===== config.mk =====
export PLATFORM = sky130hd
export DESIGN_NAME = instr_encoder
export DESIGN_NICKNAME = d
export VERILOG_FILES = /design/src/rtl/mips_pkg.sv /design/src/rtl/instr_enc_lut.sv /design/src/rtl/instr_encoder.sv
export SDC_FILE = /design/constraint.sdc
export NUM_CORES = 1
export LEC_CHECK = 0
export ABC_AREA = 1
export CORE_ASPECT_RATIO = 0.9
export CORE_MARGIN = 2
export CORE_UTILIZATION = 49
export DETAILED_ROUTE_END_ITERATION = 8
export PLACE_DENSITY = 0.95
export SETUP_SLACK_MARGIN = 0.2
export SLEW_MARGIN = 25
export SYNTH_ARGS = -nofsm -noshare
export SYNTH_HDL_FRONTEND = slang
export SYNTH_SLANG_ARGS = --single-unit

===== constraint.sdc =====
create_clock -name i_clk -period 4.8 [get_ports i_clk]
set_input_delay 0.96 -clock i_clk [delete_from_list [all_inputs] [get_ports i_clk]]
set_output_delay 0.96 -clock i_clk [all_outputs]
set_load 0.05 [all_outputs]

===== src/rtl/mips_pkg.sv =====
// Shared MIPS encoding constants for the instruction encoder: opcodes,
// funct codes, ALU control codes, the request-kind enumeration and the
// encoder FSM state encoding, plus two helpers that assemble R- and I-format
// words.
package mips_pkg;

   // Request kinds presented on i_kind
   typedef enum logic [2:0] {
      K_R_ALU   = 3'd0,
      K_R_SHIFT = 3'd1,
      K_I_ALU   = 3'd2,
      K_LW      = 3'd3,
      K_SW      = 3'd4,
      K_BEQ     = 3'd5,
      K_BNE     = 3'd6,
      K_J       = 3'd7
   } kind_e;

   // Encoder FSM states
   typedef enum logic [1:0] {
      ST_IDLE = 2'd0,
      ST_RUN  = 2'd1,
      ST_FULL = 2'd2,
      ST_DONE = 2'd3
   } state_e;

   // Primary opcodes
   localparam logic [5:0] OP_RTYPE = 6'b000000;
   localparam logic [5:0] OP_J     = 6'b000010;
   localparam logic [5:0] OP_BEQ   = 6'b000100;
   localparam logic [5:0] OP_BNE   = 6'b000101;
   localparam logic [5:0] OP_ADDI  = 6'b001000;
   localparam logic [5:0] OP_SLTI  = 6'b001010;
   localparam logic [5:0] OP_ANDI  = 6'b001100;
   localparam logic [5:0] OP_ORI   = 6'b001101;
   localparam logic [5:0] OP_XORI  = 6'b001110;
   localparam logic [5:0] OP_LW    = 6'b100011;
   localparam logic [5:0] OP_SW    = 6'b101011;

   // R-type funct codes
   localparam logic [5:0] F_ADD = 6'b100000;
   localparam logic [5:0] F_SUB = 6'b100010;
   localparam logic [5:0] F_AND = 6'b100100;
   localparam logic [5:0] F_OR  = 6'b100101;
   localparam logic [5:0] F_SLT = 6'b101010;
   localparam logic [5:0] F_XOR = 6'b100110;
   localparam logic [5:0] F_NOR = 6'b100111;
   localparam logic [5:0] F_SLL = 6'b000000;
   localparam logic [5:0] F_SRL = 6'b000010;
   localparam logic [5:0] F_SRA = 6'b000011;
   localparam logic [5:0] F_ROR = 6'b000101;
   localparam logic [5:0] F_ROL = 6'b001001;

   // ALU control codes (what the decoder produces for each instruction)
   localparam logic [3:0] ALU_AND = 4'b0000;
   localparam logic [3:0] ALU_OR  = 4'b0001;
   localparam logic [3:0] ALU_ADD = 4'b0010;
   localparam logic [3:0] ALU_XOR = 4'b0011;
   localparam logic [3:0] ALU_NOR = 4'b0100;
   localparam logic [3:0] ALU_SUB = 4'b0110;
   localparam logic [3:0] ALU_SLT = 4'b0111;
   localparam logic [3:0] ALU_SLL = 4'b1000;
   localparam logic [3:0] ALU_SRL = 4'b1001;
   localparam logic [3:0] ALU_SRA = 4'b1010;
   localparam logic [3:0] ALU_ROR = 4'b1011;
   localparam logic [3:0] ALU_ROL = 4'b1100;

   // R-format word: {000000, rs, rt, rd, shamt, funct}
   function automatic logic [31:0] r_word(input logic [4:0] rs,
                                          input logic [4:0] rt,
                                          input logic [4:0] rd,
                                          input logic [4:0] shamt,
                                          input logic [5:0] funct);
      return {OP_RTYPE, rs, rt, rd, shamt, funct};
   endfunction

   // I-format word: {op, rs, rt, imm16}
   function automatic logic [31:0] i_word(input logic [5:0]  op,
                                          input logic [4:0]  rs,
                                          input logic [4:0]  rt,
                                          input logic [15:0] imm);
      return {op, rs, rt, imm};
   endfunction

endpackage


===== src/rtl/instr_enc_lut.sv =====
// Combinational encoding table: maps an abstract operation (kind, ALU control
// code, shift flag, register/immediate fields) to a 32-bit MIPS word and a
// legal flag. Only the J kind ignores the ALU code and shift flag; every other
// kind requires the shift flag that its decoding would produce (1 for
// R_SHIFT, 0 otherwise).
// Build option: INSTR_ENC_EXT_OPS_EN enables XOR/NOR, XORI and ROR/ROL;
// without it those codes are reported as illegal.
module instr_enc_lut
   import mips_pkg::*;
(
   input  kind_e       kind_i,
   input  logic [3:0]  alu_control_i,
   input  logic        shift_i,
   input  logic [4:0]  rs_i,
   input  logic [4:0]  rt_i,
   input  logic [4:0]  rd_i,
   input  logic [4:0]  shamt_i,
   input  logic [25:0] imm_i,
   output logic [31:0] word_o,
   output logic        legal_o
);

   logic [5:0] code;

   // Look up funct/opcode for the requested kind and assemble the word
   always_comb begin
      word_o  = 32'd0;
      legal_o = 1'b0;
      code    = 6'd0;
      case (kind_i)
         K_R_ALU: begin
            legal_o = ~shift_i;
            case (alu_control_i)
               ALU_ADD: code = F_ADD;
               ALU_SUB: code = F_SUB;
               ALU_AND: code = F_AND;
               ALU_OR:  code = F_OR;
               ALU_SLT: code = F_SLT;
`ifdef INSTR_ENC_EXT_OPS_EN
               ALU_XOR: code = F_XOR;
               ALU_NOR: code = F_NOR;
`endif
               default: legal_o = 1'b0;
            endcase
            word_o = r_word(rs_i, rt_i, rd_i, shamt_i, code);
         end
         K_R_SHIFT: begin
            legal_o = shift_i;
            case (alu_control_i)
               ALU_SLL: code = F_SLL;
               ALU_SRL: code = F_SRL;
               ALU_SRA: code = F_SRA;
`ifdef INSTR_ENC_EXT_OPS_EN
               ALU_ROR: code = F_ROR;
               ALU_ROL: code = F_ROL;
`endif
               default: legal_o = 1'b0;
            endcase
            // Shifts take their operand from rt; rs is always encoded as 0
            word_o = r_word(5'd0, rt_i, rd_i, shamt_i, code);
         end
         K_I_ALU: begin
            legal_o = ~shift_i;
            case (alu_control_i)
               ALU_ADD: code = OP_ADDI;
               ALU_SLT: code = OP_SLTI;
               ALU_AND: code = OP_ANDI;
               ALU_OR:  code = OP_ORI;
`ifdef INSTR_ENC_EXT_OPS_EN
               ALU_XOR: code = OP_XORI;
`endif
               default: legal_o = 1'b0;
            endcase
            word_o = i_word(code, rs_i, rt_i, imm_i[15:0]);
         end
         K_LW: begin
            legal_o = ~shift_i & (alu_control_i == ALU_ADD);
            word_o  = i_word(OP_LW, rs_i, rt_i, imm_i[15:0]);
         end
         K_SW: begin
            legal_o = ~shift_i & (alu_control_i == ALU_ADD);
            word_o  = i_word(OP_SW, rs_i, rt_i, imm_i[15:0]);
         end
         K_BEQ: begin
            legal_o = ~shift_i & (alu_control_i == ALU_SUB);
            word_o  = i_word(OP_BEQ, rs_i, rt_i, imm_i[15:0]);
         end
         K_BNE: begin
            legal_o = ~shift_i & (alu_control_i == ALU_SUB);
            word_o  = i_word(OP_BNE, rs_i, rt_i, imm_i[15:0]);
         end
         K_J: begin
            legal_o = 1'b1;
            word_o  = {OP_J, imm_i};
         end
         default: begin
            legal_o = 1'b0;
            word_o  = 32'd0;
         end
      endcase
   end

endmodule


===== src/rtl/instr_encoder.sv =====
// Instruction encoder / imem writer. Accepts abstract operations over a
// valid/ready handshake, encodes each through instr_enc_lut and writes legal
// words to consecutive imem addresses one cycle after acceptance. Illegal
// requests are consumed but produce an o_err pulse instead of a write.
// Build option: INSTR_ENC_EXT_OPS_EN (extended ALU ops, see instr_enc_lut).
//
// Handshake: a request transfers on a rising edge where i_valid & o_ready are
// both high; o_ready depends on registered state only, so a source may hold
// i_valid and its payload until it sees o_ready without any combinational
// loop through this block.
module instr_encoder
   import mips_pkg::*;
#(
   parameter int ADDR_W = 6,
   parameter int DEPTH  = 64
) (
   input  logic              i_clk,
   input  logic              i_rst,
   input  logic              i_start,
   input  logic              i_stop,
   input  logic              i_valid,
   output logic              o_ready,
   input  logic [2:0]        i_kind,
   input  logic [3:0]        i_alu_control,
   input  logic              i_shift,
   input  logic [4:0]        i_rs,
   input  logic [4:0]        i_rt,
   input  logic [4:0]        i_rd,
   input  logic [4:0]        i_shamt,
   input  logic [25:0]       i_imm,
   output logic              o_wr_en,
   output logic [ADDR_W-1:0] o_wr_addr,
   output logic [31:0]       o_wr_data,
   output logic              o_err,
   output logic [7:0]        o_err_cnt,
   output logic [ADDR_W:0]   o_count,
   output logic              o_full,
   output logic              o_done
);

   localparam logic [ADDR_W:0] DEPTH_C = (ADDR_W + 1)'(DEPTH);

   state_e              state_q;
   logic [ADDR_W:0]     count_q,   count_d;
   logic [ADDR_W-1:0]   addr_q,    addr_d;
   logic [7:0]          err_cnt_q, err_cnt_d;
   logic                wr_en_q;
   logic [ADDR_W-1:0]   wr_addr_q;
   logic [31:0]         wr_data_q;
   logic                err_q;
   logic                full_q;

   logic [31:0]         lut_word;
   logic                lut_legal;
   logic                accept;
   logic                write_fire;
   logic                err_fire;

   instr_enc_lut u_lut (
      .kind_i        (kind_e'(i_kind)),
      .alu_control_i (i_alu_control),
      .shift_i       (i_shift),
      .rs_i          (i_rs),
      .rt_i          (i_rt),
      .rd_i          (i_rd),
      .shamt_i       (i_shamt),
      .imm_i         (i_imm),
      .word_o        (lut_word),
      .legal_o       (lut_legal)
   );

   assign o_ready = (state_q == ST_RUN) && (count_q < DEPTH_C);
   assign accept  = i_valid & o_ready;

   // A start in the same cycle as an accepted request wins: the request is
   // consumed but discarded so the new program begins cleanly at address 0.
   assign write_fire = accept & lut_legal  & ~i_start;
   assign err_fire   = accept & ~lut_legal & ~i_start;

   // Next values of the word counter, write address and saturating error count
   always_comb begin
      count_d   = count_q;
      addr_d    = addr_q;
      err_cnt_d = err_cnt_q;
      if (i_start) begin
         count_d   = '0;
         addr_d    = '0;
         err_cnt_d = 8'd0;
      end else begin
         if (write_fire) begin
            count_d = count_q + 1'b1;
            addr_d  = addr_q + 1'b1;
         end
         if (err_fire && (err_cnt_q != 8'hFF)) begin
            err_cnt_d = err_cnt_q + 8'd1;
         end
      end
   end

   // FSM, counters and registered write/error outputs
   always_ff @(posedge i_clk or posedge i_rst) begin
      if (i_rst) begin
         state_q   <= ST_IDLE;
         count_q   <= '0;
         addr_q    <= '0;
         err_cnt_q <= 8'd0;
         wr_en_q   <= 1'b0;
         wr_addr_q <= '0;
         wr_data_q <= 32'd0;
         err_q     <= 1'b0;
         full_q    <= 1'b0;
      end else begin
         count_q   <= count_d;
         addr_q    <= addr_d;
         err_cnt_q <= err_cnt_d;
         full_q    <= (count_d == DEPTH_C);
         wr_en_q   <= write_fire;
         err_q     <= err_fire;
         if (write_fire) begin
            wr_addr_q <= addr_q;
            wr_data_q <= lut_word;
         end
         if (i_start) begin
            state_q <= ST_RUN;
         end else begin
            case (state_q)
               ST_RUN: begin
                  // A word accepted alongside i_stop is still written
                  if (i_stop) begin
                     state_q <= ST_DONE;
                  end else if (count_d == DEPTH_C) begin
                     state_q <= ST_FULL;
                  end
               end
               ST_FULL: begin
                  if (i_stop) begin
                     state_q <= ST_DONE;
                  end
               end
               default: state_q <= state_q;
            endcase
         end
      end
   end

   assign o_wr_en   = wr_en_q;
   assign o_wr_addr = wr_addr_q;
   assign o_wr_data = wr_data_q;
   assign o_err     = err_q;
   assign o_err_cnt = err_cnt_q;
   assign o_count   = count_q;
   assign o_full    = full_q;
   assign o_done    = (state_q == ST_DONE);

endmodule

==> metrics.txt, run 1 <==
run status finished, final reports clean; yosys warns 0; clk_lat worst skew 350 ps; Remaining DRCs 0; first-iteration detailed-routing DRC count 163; Clock Power Share 21.6%; startpoint types primary input; final hold vios 0; net count after synthesis 477; pin count of the biggest net entering global routing 45; antenna cell count 0; Min Clock Period, post-route 4000 ps; TritonCTS Buffers 9; area leader, netlist dfrtp_1; Die X 90.9 µm; post-synthesis sequential area ratio 47.3%; reg-to-reg slack, setup 2170 ps; critical-path cell list clkdlybuf4s50_1 -> nor2_2 -> inv_2 -> nor2_2 -> nor2_4 -> nand2_4 -> nand3_4 -> inv_2 -> nand3_1 -> o21a_1; Max-slew headroom 47.8%; fill count 512; most common cell after layout, fill and taps aside nand2_1; Die Span Y 82.2 µm; total number of H-tree levels 3; area of the mapped netlist 3330 µm²; Worst EP arrival 4230 ps; Routed WL per cell 14.5 µm; GRT overflow 0; part of the power in registers 32.2%; flops & latches, synth 63; max incr delay on CP 670 ps; Syn-to-layout area delta 42.5%; LEAKAGE 0.00221 µW; vias 3343; sw frac 43.3%; pwr dens 495 nW/µm²; # clock sinks 63; antenna violations before repair 1; final setup fails 0; Critical-path top delay cell inv_2; Unique masters post-synth 39; Hold WS 489 ps; internal power 1330 µW; fin nets 591; WP buf/inv 3; Total Power 2350 µW; Worst-path clk slew 70 ps; core box area 6590 µm²; top cells by area, synth dfrtp_1 47%, nand2_1 15%, inv_1 4.7%; Worst-Margin Slew 782 ps; DR vias/cell 5.36; Slew Viols, Final 0; share of the synthesized area in the top cell type 47.3%; RSZ-0062 raised after global routing no; Max VDD drop 0.000366 V; CP Max Fanout 44; vias in the first global route 3063; global-route wire length before repair 14400 µm; post-CTS sizing 0; Post-CTS Setup Bufs 0; TNS Setup 0 ps; Net Sw Power 1020 µW; clock buffer depth 2; fmax 0.250 GHz; layout cells sized above 1 7.68%; row count 28; GRT Total Usage 24.9%; crit-path leading delay family simple AND/OR/NAND/NOR gates; Cells after Synth 415; critical path class in -> reg; DIE AREA 7480 µm²; most frequent cells in the layout 130 x nand2_1, 115 x clkdlybuf4s50_1, 63 x dfrtp_1; RD Place Congestion 0.878; CP required 5030 ps; skew final 9.42 ps; Port Buffers 115; I/O pin cnt 117; Starting Density 50.6%; number of hold buffers added after CTS 0; ANT nets after route 0; Post-Place Cells 608; max cap viols 0; CTS tree done; Cell Count, Final, Fillers Out 624; post-detail-place hpwl 6660 µm; drt pass-1 iters 5; nature of the critical path endpoint flop; Routed WL 9020 µm; synthesized area per cell 8.03 µm²; Root Driver clkbuf_8; combinational power share 46.2%; period utilization 83.4%; Hold Path Class reg -> reg
cells in the mapped netlist, drive strengths merged:
master and n:
xnor2 1, inv 48, a31oi 2, o211ai 3, a22oi 1, o21ai 28
nor3 5, o22ai 2, o311ai 1, nand4 8, clkinv 2, nand2 134
dfrtp 63, ha 3, o21a 18, clkbuf 5, a22o 5, a32oi 2
nor2 29, a21oi 7, conb 1, o41ai 1, xor2 4, buf 8
nand3 33, mux2i 1
final timing paths:
check | start | endpoint | depth (start not counted)
min in group asynchronous | i_rst | o_wr_data[13] | 2
worst min register to register | o_wr_data[28] | o_wr_data[28] | 2
max in group asynchronous | i_rst | o_wr_data[2] | 3
worst max register to register | state_q[1] | o_wr_data[10] | 9
worst min-delay path | o_wr_data[28] | o_wr_data[28] | 2
worst max-delay path | i_kind[2] | o_wr_data[10] | 10
power groups by stage:
stage | sequential [µW] | clock (µW) | combinational [µW]
after floorplan | 1230 | 0 | 222
after global placement | 760 | 0 | 1070
after detailed placement | 762 | 0 | 1090
after CTS | 756 | 510 | 1090
after global routing | 771 | 539 | 1130
final | 757 | 507 | 1090
metal layers:
metal / GRT usage, % / vias to the layer above / part of all wire [%]
li1: - / 1585 / -
met1: 28.9 / 1559 / 39
met2: 43.0 / 171 / 49
met3: 7.80 / 26 / 9.5
met4: 11.1 / 2 / 2.2
met5: 0 / - / 0.078
tightest hold or removal path: cells and delay by family, from the launching register on:
| family | cells | cell delay, ps |
|---|---|---|
| compound gates | 1 | 60 |
| flops | 1 | 350 |
| simple gates | 1 | 50 |
through the flow:
step	utilization (%)	cell area (µm²)	setup slack, ps
floorplan	-	3330	2270
global placement	68.9	4540	698
detailed placement	68.9	4540	503
CTS	72.1	4750	852
global route	72.1	4750	542
finish	72.1	4750	798
cell families (layout without fill, tap and decap cells):
kind of cell / count (synthesis) / after routing / share of synthesized area [%]
simple gates: 209 / 209 / 28.7
fa+ha+maj: 3 / 3 / 1.13
compound gates: 70 / 70 / 13.4
other cells: 1 / 1 / 0.113
xor+xnor: 5 / 5 / 1.31
flops: 63 / 63 / 47.3
buf+inv: 63 / 182 / 7.70
mux: 1 / 1 / 0.300
sequential cells by signal (all words and copies together), names as in the netlist:
| register | cells |
|---|---|
| addr_q | 6 |
| o_count | 7 |
| o_err | 1 |
| o_err_cnt | 8 |
| o_full | 1 |
| o_wr_addr | 6 |
| o_wr_data | 31 |
| o_wr_en | 1 |
| state_q | 2 |
final cells by class:
type / instances / area [µm²] / area share [%]
inverters: 50 / 188 / 3.95
multi-input cells: 289 / 1500 / 31.6
clock buffers: 10 / 128 / 2.69
flip-flops and latches: 63 / 1580 / 33.2
well taps: 90 / 113 / 2.37
repair buffers: 116 / 1160 / 24.4
clock inverters: 6 / 85.1 / 1.79
Note: power is estimated with default switching activity, not from simulation.
==> run 2: changes to the inputs <==
CORE_UTILIZATION = 45   (was 49)
PLACE_DENSITY = 0.91   (was 0.95)
clock period = 3.7 ns   (was 4.8 ns; I/O delays follow)
==> run 2 against run 1 <==
  * Clock skew shrank 1.3 ps
  * Total power grew 29%
  * Core utilization shrank 4.7 points
  * Combinational power grew 30%
  * Worst hold slack gained 4.7 ps
  * Sequential cell count is the same
  * Worst setup slack lost 130 ps
  * Largest cell class unchanged
  * Largest power group unchanged
==> metrics.txt, run 2 (synthesized netlist as in run 1, its figures left out) <==
I/O pin cnt 117; TNS Setup 0 ps; antenna violations before repair 0; Routed WL per cell 14.9 µm; TritonCTS Buffers 9; Die X 94.7 µm; Most Crowded Layer GR met2; met2 Use GR 42.6%; ANT nets after route 0; Worst EP arrival 3290 ps; reg-to-reg startpoint state_q[0]; Root Driver clkbuf_8; pin count of the biggest net entering global routing 49; clock buffer depth 2; Max-slew headroom 46.4%; antenna cell count 0; Min Clock Period, post-route 3030 ps; max reg flops 31; Max VDD drop 0.000561 V; Hold Path Class reg -> reg; GRT overflow 0; crit path from i_kind[2]; Die Span Y 85.6 µm; run status finished, final reports clean; fin area 4790 µm²; Post-CTS Setup Bufs 0; DIE AREA 8110 µm²; first-iteration detailed-routing DRC count 162; critical path class in -> reg; global-route wire length before repair 15400 µm; GRT Total Usage 24.3%; most common cell after layout, fill and taps aside nand2_1; fmax 0.330 GHz; # clock sinks 63; Placed Area 4580 µm²; drt pass-1 iters 4; Worst-path clk slew 70 ps; period utilization 82.0%; Hold WS 493 ps; max cap viols 0; skew final 8.10 ps; Remaining DRCs 0; row count 29; most frequent cells in the layout 130 x nand2_1, 115 x clkdlybuf4s50_1, 63 x dfrtp_1; post-CTS sizing 0; GRT met1 Usage 27.3%; Worst-Margin Slew 803 ps; core box area 7110 µm²; fin nets 597; Starting Density 46.9%; R2R cell count 11; vias 3375; RSZ-0062 raised after global routing no; CP required 3960 ps; clk_lat worst skew 340 ps; nature of the critical path endpoint flop; final setup fails 0; CP Max Fanout 36; total number of H-tree levels 3; Routed WL 9450 µm; Port Buffers 115; reg-to-reg slack, setup 1290 ps; number of hold buffers added after CTS 0; layout cells sized above 1 8.70%; startpoint types primary input; vias in the first global route 3349; post-detail-place hpwl 7030 µm; pwr dens 634 nW/µm²; Hold Crit Start o_wr_addr[2]; GR Layer Usage met3 7.56%; Syn-to-layout area delta 43.8%; RD Place Congestion 0.947; Slew Viols, Final 0; LEAKAGE 0.00225 µW; hold depth 2; DR vias/cell 5.33; CTS tree done; final hold vios 0
-- run 2: cell types whose count changed in the layout (fill, tap and decap cells not counted) --
cell	before	now
clkbuf_8	9	12
bufinv_16	2	1
clkinvlp_4	2	0
buf_4	1	7
clkinv_2	2	3
inv_2	7	6
-- run 2: through the flow --
stage          cells  total power, µW  worst slack, ps  utilization (%)
3_3_place_gp     617             2390              489             64.5
6_report         633             3040              668             67.4
4_1_cts          633             3050              703             67.4
3_5_place_dp     617             2410              377             64.5
2_1_floorplan    415             1880             1340                -
5_1_grt          633             3160              471             67.4
-- run 2: final cells by class --
| cell class | count | area [µm²] |
|---|---|---|
| clock buffers | 13 | 169 |
| repair buffers | 122 | 1200 |
| inverters | 50 | 189 |
| well taps | 93 | 116 |
| fillers | 550 | 2320 |
| multi-input cells | 289 | 1500 |
| clock inverters | 3 | 40.0 |
| flip-flops and latches | 63 | 1580 |
-- run 2: worst paths after layout --
check / endpoint
setup / recovery: addr_q[3]
hold / removal: o_wr_addr[2]
setup reg to reg: addr_q[3]
hold reg to reg: o_wr_addr[2]
max in group asynchronous: o_wr_data[20]
min in group asynchronous: o_err_cnt[6]
-- run 2: power by group --
group / switching (µW) / leakage (µW) / internal [µW] / total [µW]
logic: 930 / 0.00132 / 486 / 1420
clock network: 264 / 0.000109 / 364 / 629
registers: 124 / 0.000818 / 870 / 995
total: 1320 / 0.00225 / 1720 / 3040
-- run 2: worst max-delay path: stages --
cell	delay (ps)
clkdlybuf4s50_1	540
inv_2	140
nand3_1	160
nand2_1	170
nand2_1	70
nand2_1	80
o21ai_2	80
nand2_4	140
nand3_4	230
inv_2	510
buf_4	260
nand3_1	80
o21ai_0	90
-- run 2: layer usage --
layer,vias to the layer above,share of wire [%]
met5,-,0
met4,0,3.3
met3,33,7.3
met2,152,51
met1,1605,39
li1,1585,-
==> run 3: changes to the inputs <==
clock period = 2.8 ns   (was 3.7 ns; I/O delays follow)
==> run 3 against run 2 <==
  * Sequential power rose by 31%
  * Cell area increased by 3.5%
  * Sequential cell count did not move
  * Critical endpoint is now o_ready
  * Largest power group unchanged
==> metrics.txt, run 3 (synthesized netlist as in run 1, its figures left out) <==
max reg flops 31; final hold vios 0; Die X 94.7 µm; Port Buffers 115; GRT Total Usage 23.5%; clock buffer depth 2; nature of the critical path endpoint output pin; Max VDD drop 0.000722 V; post-detail-place hpwl 6720 µm; drt pass-1 iters 5; WL met2 4550 µm; pin count of the biggest net entering global routing 45; most common cell after layout, fill and taps aside nand2_1; row count 29; Post-Place Cells 619; ANT nets after route 0; Layout Utilization 69.8%; CTS tree done; Routed WL per cell 14.5 µm; RD Place Congestion 0.932; fill count 576; DR vias/cell 5.19; Remaining DRCs 0; startpoint types flop; antenna cell count 0; first-iteration detailed-routing DRC count 185; LEAKAGE 0.00238 µW; reg-to-reg slack, setup 620 ps; Hold Crit Start o_wr_data[26]; Total Power 4170 µW; DIE AREA 8110 µm²; Hold WS 489 ps; Worst Hold Endpoint o_wr_data[26]; reg-to-reg startpoint state_q[0]; CP Max Fanout 4; Met3 Wirelength 933 µm; clk_lat worst skew 350 ps; hold depth 2; Syn-to-layout area delta 48.8%; Max-slew headroom 63.3%; Slew Viols, Final 0; critical path class reg -> out; max cap viols 0; GRT overflow 0; antenna violations before repair 0; layout cells sized above 1 10.9%; Die Span Y 85.6 µm; worst r2r dst state_q[0]; Routed WL 9280 µm; fin nets 605; pwr dens 840 nW/µm²; Hold Path Class reg -> reg; vias in the first global route 3197; final setup fails 0; # clock sinks 63; R2R cell count 17; Starting Density 46.9%; core box area 7110 µm²; period utilization 88.2%; Worst-Margin Slew 550 ps; M1 WL 3680 µm; Worst EP arrival 1910 ps; run status finished, final reports clean; global-route wire length before repair 14900 µm; Cell Count, Final, Fillers Out 641; skew final 10.7 ps; number of hold buffers added after CTS 0; Worst-path clk slew 70 ps; TNS Setup 0 ps; I/O pin cnt 117; fmax 0.405 GHz; TritonCTS Buffers 9; Min Clock Period, post-route 2470 ps; RSZ-0062 raised after global routing no; Root Driver clkbuf_8; vias 3329; most frequent cells in the layout 129 x nand2_1, 108 x clkdlybuf4s50_1, 63 x dfrtp_1; total number of H-tree levels 3; top sig layer met4; CP required 2240 ps
-- run 3: cell types whose count changed in the layout (fill, tap and decap cells not counted), sizes merged, moves of 2 or more --
cell	delta
clkbuf	-3
dlymetal6s2s	+7
clkdlybuf4s50	-7
bufinv	+2
buf	+8
-- run 3: cell type report --
| cell class | instances | area (µm²) | area share (%) |
|---|---|---|---|
| Inverter | 50 | 188 | 3.78 |
| Tap cell | 93 | 116 | 2.35 |
| Clock buffer | 10 | 138 | 2.77 |
| Timing Repair Buffer | 130 | 1310 | 26.3 |
| Clock inverter | 6 | 108 | 2.17 |
| Sequential cell | 63 | 1580 | 31.8 |
| Multi-Input combinational cell | 289 | 1530 | 30.8 |
-- run 3: power by group --
part           internal [µW]  total, µW  switching [µW]
combinational            657       1890            1230
sequential              1150       1300             147
clock                    612        984             372
total                   2420       4170            1750
-- run 3: worst max-delay path, cell delays in order (launching register included) --
cell and delay, ps:
dfrtp_1 400, inv_1 80, nor2_1 110, inv_2 60
nor2_2 90, clkdlybuf4s50_1 810
-- run 3: metal layers --
layer | vias up | track usage [%]
met4 | 0 | 5.40
met2 | 161 | 38.6
li1 | 1607 | -
met5 | - | 0
met3 | 10 | 9.67
met1 | 1551 | 29.1
-- run 3: metrics by stage --
step | cell area (µm²) | setup WS, ps
2_1_floorplan | 3330 | 444
3_3_place_gp | 4620 | 77.5
3_5_place_dp | 4620 | -85.2
4_1_cts | 4870 | 244
5_1_grt | 4960 | 227
6_report | 4960 | 331
-- run 3: worst max-delay path by stage --
stage / start / endpoint / slack (ps) / depth (start not counted)
final: state_q[0] / o_ready / 330 / 5
after floorplan: o_count[6] / o_wr_data[1] / 440 / 9
after CTS: i_kind[1] / state_q[0] / 240 / 18
after global placement: i_kind[1] / state_q[0] / 80 / 18
after global routing: state_q[0] / o_ready / 230 / 5
after detailed placement: i_kind[1] / state_q[0] / -90 / 18
-- run 3: repair_timing --
| action | 4_1_cts | 5_1_grt |
|---|---|---|
| buffers inserted | 0 | 6 |
| setup endpoints to repair | 0 | 8 |
| gates resized for setup | 0 | 14 |
